File: src/rtl/param_sync_fifo_if.sv
// param_sync_fifo_if: handshake/status bundle for param_sync_fifo.
//   D/Wr/Rd      producer/consumer requests (driven by master)
//   Q/QValid     registered read data and its one-cycle valid
//   Full/Empty   occupancy status, Err sticky misuse flag
//   Level        occupancy 0..DEPTH, only when FIFO_LEVEL_EN is defined
// Modports: slave = FIFO side, master = user side.
interface param_sync_fifo_if #(
  parameter int WIDTH = 8,
  parameter int DEPTH = 16
);
  localparam int AW = $clog2(DEPTH);

  logic [WIDTH-1:0] D;
  logic             Wr;
  logic             Rd;
  logic [WIDTH-1:0] Q;
  logic             QValid;
  logic             Full;
  logic             Empty;
  logic             Err;
`ifdef FIFO_LEVEL_EN
  logic [AW:0]      Level;

  modport slave  (input D, Wr, Rd, output Q, QValid, Full, Empty, Err, Level);
  modport master (output D, Wr, Rd, input Q, QValid, Full, Empty, Err, Level);
`else
  modport slave  (input D, Wr, Rd, output Q, QValid, Full, Empty, Err);
  modport master (output D, Wr, Rd, input Q, QValid, Full, Empty, Err);
`endif
endinterface

File: src/rtl/param_sync_fifo.sv
// param_sync_fifo: single-clock FIFO of DEPTH x WIDTH words.
//   Clk   rising-edge clock
//   Rst   synchronous active-high reset (wins over Wr/Rd)
//   bus   param_sync_fifo_if.slave: D/Wr/Rd in, Q/QValid/Full/Empty/Err
//         out, plus Level when FIFO_LEVEL_EN is defined.
// Optional feature macro: FIFO_LEVEL_EN (exposes occupancy on bus.Level).
// Pointers carry one extra MSB so full and empty are distinguishable
// when the index bits match.
module param_sync_fifo #(
  parameter int WIDTH = 8,
  parameter int DEPTH = 16,
  localparam int AW   = $clog2(DEPTH)
) (
  input  logic                Clk,
  input  logic                Rst,
  param_sync_fifo_if.slave    bus
);

  localparam logic [AW:0] PTR_ONE = {{AW{1'b0}}, 1'b1};

  logic [WIDTH-1:0] mem [DEPTH];
  logic [AW:0]      wp, rp;
  logic [WIDTH-1:0] q_r;
  logic             qv_r, err_r;
  logic             full, empty, wr_ok, rd_ok;

  assign empty = (wp == rp);
  assign full  = (wp[AW-1:0] == rp[AW-1:0]) && (wp[AW] != rp[AW]);

  // Acceptance uses the pre-edge flags only: no write-through on full,
  // no bypass on empty.
  assign wr_ok = bus.Wr && !full;
  assign rd_ok = bus.Rd && !empty;

  // Storage is never cleared; reset only blocks the write.
  always_ff @(posedge Clk) begin
    if (!Rst && wr_ok) mem[wp[AW-1:0]] <= bus.D;
  end

  always_ff @(posedge Clk) begin
    if (Rst) begin
      wp    <= '0;
      rp    <= '0;
      q_r   <= '0;
      qv_r  <= 1'b0;
      err_r <= 1'b0;
    end else begin
      if (wr_ok) wp <= wp + PTR_ONE;
      if (rd_ok) begin
        rp  <= rp + PTR_ONE;
        q_r <= mem[rp[AW-1:0]];
      end
      qv_r <= rd_ok;
      if ((bus.Wr && full) || (bus.Rd && empty)) err_r <= 1'b1;
    end
  end

  assign bus.Q      = q_r;
  assign bus.QValid = qv_r;
  assign bus.Full   = full;
  assign bus.Empty  = empty;
  assign bus.Err    = err_r;
`ifdef FIFO_LEVEL_EN
  // Modulo 2*DEPTH difference of the registered pointers.
  assign bus.Level  = wp - rp;
`endif

endmodule

File: src/flat_wrapper.sv
// flat-port wrapper written by rule: the top's interface ports become plain ports
module param_sync_fifo_flat 
#(
  parameter int WIDTH = 8,
  parameter int DEPTH = 16,
  localparam int AW   = $clog2(DEPTH)
)
  (Clk, Rst, bus_D, bus_Wr, bus_Rd, bus_Q, bus_QValid, bus_Full, bus_Empty, bus_Err);
  param_sync_fifo_if #(.WIDTH(WIDTH), .DEPTH(DEPTH)) bus_i ();
  input  logic Clk;
  input  logic Rst;
  input wire logic [$bits(bus_i.D)-1:0] bus_D;
  input wire logic [$bits(bus_i.Wr)-1:0] bus_Wr;
  input wire logic [$bits(bus_i.Rd)-1:0] bus_Rd;
  output wire logic [$bits(bus_i.Q)-1:0] bus_Q;
  output wire logic [$bits(bus_i.QValid)-1:0] bus_QValid;
  output wire logic [$bits(bus_i.Full)-1:0] bus_Full;
  output wire logic [$bits(bus_i.Empty)-1:0] bus_Empty;
  output wire logic [$bits(bus_i.Err)-1:0] bus_Err;
  assign bus_i.D = bus_D;
  assign bus_i.Wr = bus_Wr;
  assign bus_i.Rd = bus_Rd;
  assign bus_Q = bus_i.Q;
  assign bus_QValid = bus_i.QValid;
  assign bus_Full = bus_i.Full;
  assign bus_Empty = bus_i.Empty;
  assign bus_Err = bus_i.Err;
  param_sync_fifo #(.WIDTH(WIDTH), .DEPTH(DEPTH)) u_core (.Clk(Clk), .Rst(Rst), .bus(bus_i));
endmodule
File: config.mk
export PLATFORM = sky130hd
export DESIGN_NAME = param_sync_fifo_flat
export DESIGN_NICKNAME = d
export VERILOG_FILES = /design/src/rtl/param_sync_fifo_if.sv /design/src/rtl/param_sync_fifo.sv /design/src/flat_wrapper.sv
export SDC_FILE = /design/constraint.sdc
export NUM_CORES = 1
export LEC_CHECK = 0
export CAP_MARGIN = 30
export CORE_UTILIZATION = 50
export DETAILED_ROUTE_END_ITERATION = 8
export DONT_BUFFER_PORTS = 1
export GPL_TIMING_DRIVEN = 0
export PLACE_DENSITY = 0.64
export SYNTH_ARGS = -nofsm -noshare
export SYNTH_HDL_FRONTEND = slang
export SYNTH_SLANG_ARGS = --single-unit
File: constraint.sdc
create_clock -name Clk -period 7.2 [get_ports Clk]
set_input_delay 1.44 -clock Clk [delete_from_list [all_inputs] [get_ports Clk]]
set_output_delay 1.44 -clock Clk [all_outputs]
set_load 0.02 [all_outputs]
==> reports/qor.yml <==
clkPwrFrac: 0.438
h-tree-depth: 4
ir_drop_uv: 192.2
synth_commonest_cells: "edfxtp_1, nor2_1, dfxtp_1, nor3_1, mux2_2"
synth_flop_cell: "edfxtp_1"
tritoncts: "done"
required_ps: 5760
ys_async_sr_fraction: 0
ctsHoldBuffers: 0
ys_ff_latch: 148
crit_chain: "buf_6 > xnor2_1 > nand4_4 > nor2_1"
clk_pin_slew_ps: 60
finalHoldViolations: 0
multi_input_area_um2: 1707
synth-seq-area-share: 0.7030
yosys.cell_count.top_type: "edfxtp_1"
pwr-share-comb: 0.090
grt_usage: 0.2132
fin_skew_ps: 7.173
p_int_w: 0.001582
hold_class: "register to register"
antenna_cells: 0
first_pass_iters: 6
row_count: 39
tightest_slew_ps: 997.3
finalSetupTns_ps: 0
cts_buffers: 17
overflow: 0
r2r_slack_ps: 4530
n_fill_cell: 853
post-route-period-util: 0.4442
synthMuxAreaShare: 0.1304
cp-end-kind: "output port"
cp-startpoint: "u_core.rp[1]$_SDFFE_PP0P_"
grt_max_degree: 17
postCtsSetupBuffers: 0
post_drt_wl_per_cell_um: 22.65
synth_top_area_cell: "edfxtp_1"
worstSetupStartpointType: "register"
clk_path_buf_depth: 2
dieArea_um2: 12520
hpwl_um: 7978
cp_slowest_cell: "dfxtp_1"
antenna_found_initial: 0
rsz0062_at_grt: "no"
syn_avg_cell_area_um2: 17.45
critical_path_class: "register to output port"
p_sw_frac: 0.2381
place_congestion: 0.8023
via_per_inst: 5.955
r2r-end: "u_core.mem[4][6]$_DFFE_PP_"
cts_resized: 0
place_area_um2: 6349
switchingPower_w: 0.0004944
synth_compound_area_frac: 0.04477
p_leak_nw: 2.250
clock_latency_ps: 420
r2r_cells: 6
grt_first_pass_wirelength_um: 18880
start_util: 0.5198
crit_path_end: "bus_Empty"
drtAntennaViolNets: 0
min_path_cells: 2
die_w_um: 111.9
grt_pass1_vias: 3252
synth_xor_area_frac: 0.01596
synth_nets: 363
area.sequential_um2: 4244
run_status: "complete, but fails checks"
cts_sinks: 148
design_area_um2: 6964
synth_cells: 346
violations: "design-rule violations"
cp_data_arrival_time_ps: 1760
yosys-top-cells-area: "edfxtp_1, dfxtp_1, mux4_1, mux4_2, mux2_2"
layout-drive-gt1-share: 0.2545
synth_top_area_share: 0.6367
fin_util: 0.5997
area_growth_pct: 15.36
synth_area_um2: 6037
finalPower_w: 0.002076
root_buffer: "clkbuf_16"
drt_iter0_drc: 164
setup_viol: 0
slew_headroom: 0.3296
synthAdderAreaFrac: 0.01036
fmax_mhz: 312.7
power.density_nw_per_um2: 298.1
power_frac_seq: 0.473
timing.rr.start: "u_core.rp[1]$_SDFFE_PP0P_"
wirelength_um: 12050
slowest_delay_ps: 390
cp.depth: 4
slew_viol_final: 0
nets: 393
fin_hold_ws_ps: 535.1
yosysWarnings: 0
path_max_fanout: 10
fin_crit_ps: 3198
io_buffers: 0
path_delay_family: "simple AND/OR/NAND/NOR gates"
ioPinCount: 24
synth_edf_count: 128
drc_errors: 2
synthSimpleGateAreaFrac: 0.07295
vias: 3168
die-height_um: 111.9
yosysUniqueCellTypes: 37
path_buf_inv: 1
synth_top_family_by_area: "multiplexers"
core_um2: 11610
maxCapViolCount: 0
-- layout make-up --
| type | instances | share of cell area |
|---|---|---|
| Clock buffer | 17 | 0.06109 |
| Timing Repair Buffer | 11 | 0.01186 |
| Sequential cell | 148 | 0.6094 |
| Inverter | 2 | 0.001078 |
| Buffer | 21 | 0.01851 |
| Multi-Input combinational cell | 175 | 0.2451 |
| Clock inverter | 15 | 0.02731 |
| Tap cell | 143 | 0.02569 |
-- state kept, by name, summed over array words and instances (netlist names) --
name               flops
u_core.bus.Err         1
u_core.bus.Q           8
u_core.bus.QValid      1
u_core.mem           128
u_core.rp              5
u_core.wp              5
-- power by group through the flow --
stage / clock [W] / combinational [W] / sequential [W]
floorplan: 0 / 0.000138 / 0.000996
global placement: 0 / 0.000182 / 0.00100
detailed placement: 0 / 0.000186 / 0.00100
CTS: 0.000919 / 0.000188 / 0.000982
global route: 0.000952 / 0.000203 / 0.000984
finish: 0.000908 / 0.000186 / 0.000982
-- per-stage QoR --
step	setup slack [ps]	instances
floorplan	4121	346
finish	4002	532
detailed placement	3967	500
global route	3909	532
CTS	3982	532
global placement	3363	489
-- logic make-up (layout without fill, tap and decap cells) --
family          count (synthesis)  in the layout
buf+inv                        23             66
simple gates                   82             82
fa+ha+maj                       5              5
flops                         148            148
compound gates                 36             36
mux                            41             41
xor+xnor                       11             11
-- tightest hold or removal path, delay by kind of cell, from the launching register on --
kind,cells,cell delay [ps]
flops,1,340
compound gates,2,150
-- how the worst min path moves through the flow --
stage	from	end	slack, ps
4_1_cts	u_core.wp[4]$_SDFFE_PP0P_	u_core.wp[4]$_SDFFE_PP0P_	530
3_3_place_gp	u_core.wp[4]$_SDFFE_PP0P_	u_core.wp[4]$_SDFFE_PP0P_	510
5_1_grt	u_core.wp[4]$_SDFFE_PP0P_	u_core.wp[4]$_SDFFE_PP0P_	590
3_5_place_dp	u_core.wp[4]$_SDFFE_PP0P_	u_core.wp[4]$_SDFFE_PP0P_	520
2_1_floorplan	u_core.wp[4]$_SDFFE_PP0P_	u_core.wp[4]$_SDFFE_PP0P_	490
6_report	u_core.wp[4]$_SDFFE_PP0P_	u_core.wp[4]$_SDFFE_PP0P_	540
-- cells in the final DEF, fill, tap and decap left out, types with 2 or more instances in the layout --
master,count
a211oi_2,5
buf_2,10
xnor2_1,7
a211oi_1,11
mux4_2,9
o21ai_2,2
bufinv_16,3
nor4b_2,4
clkinv_4,2
o211ai_1,2
inv_1,2
buf_4,12
nand2b_1,5
or4_1,2
o22ai_1,8
nor2b_1,10
a21oi_1,3
dfxtp_1,20
mux2_2,16
clkbuf_16,17
nor3_1,20
inv_6,8
o21ai_0,4
mux4_1,15
nand3_1,2
nand2_1,8
nor2_1,23
buf_6,3
nor4_2,4
xor2_1,4
edfxtp_1,128
clkbuf_1,5
ha_1,5
-- metal layers --
metal | track usage | wire [um] | vias up
met5 | 0 | 0 | -
met4 | 0.09640 | 343 | 0
met3 | 0.06696 | 733 | 21
met2 | 0.3259 | 5618 | 95
met1 | 0.2810 | 5353 | 1604
li1 | - | - | 1448
No activity file was read; power rests on OpenSTA's default activity.
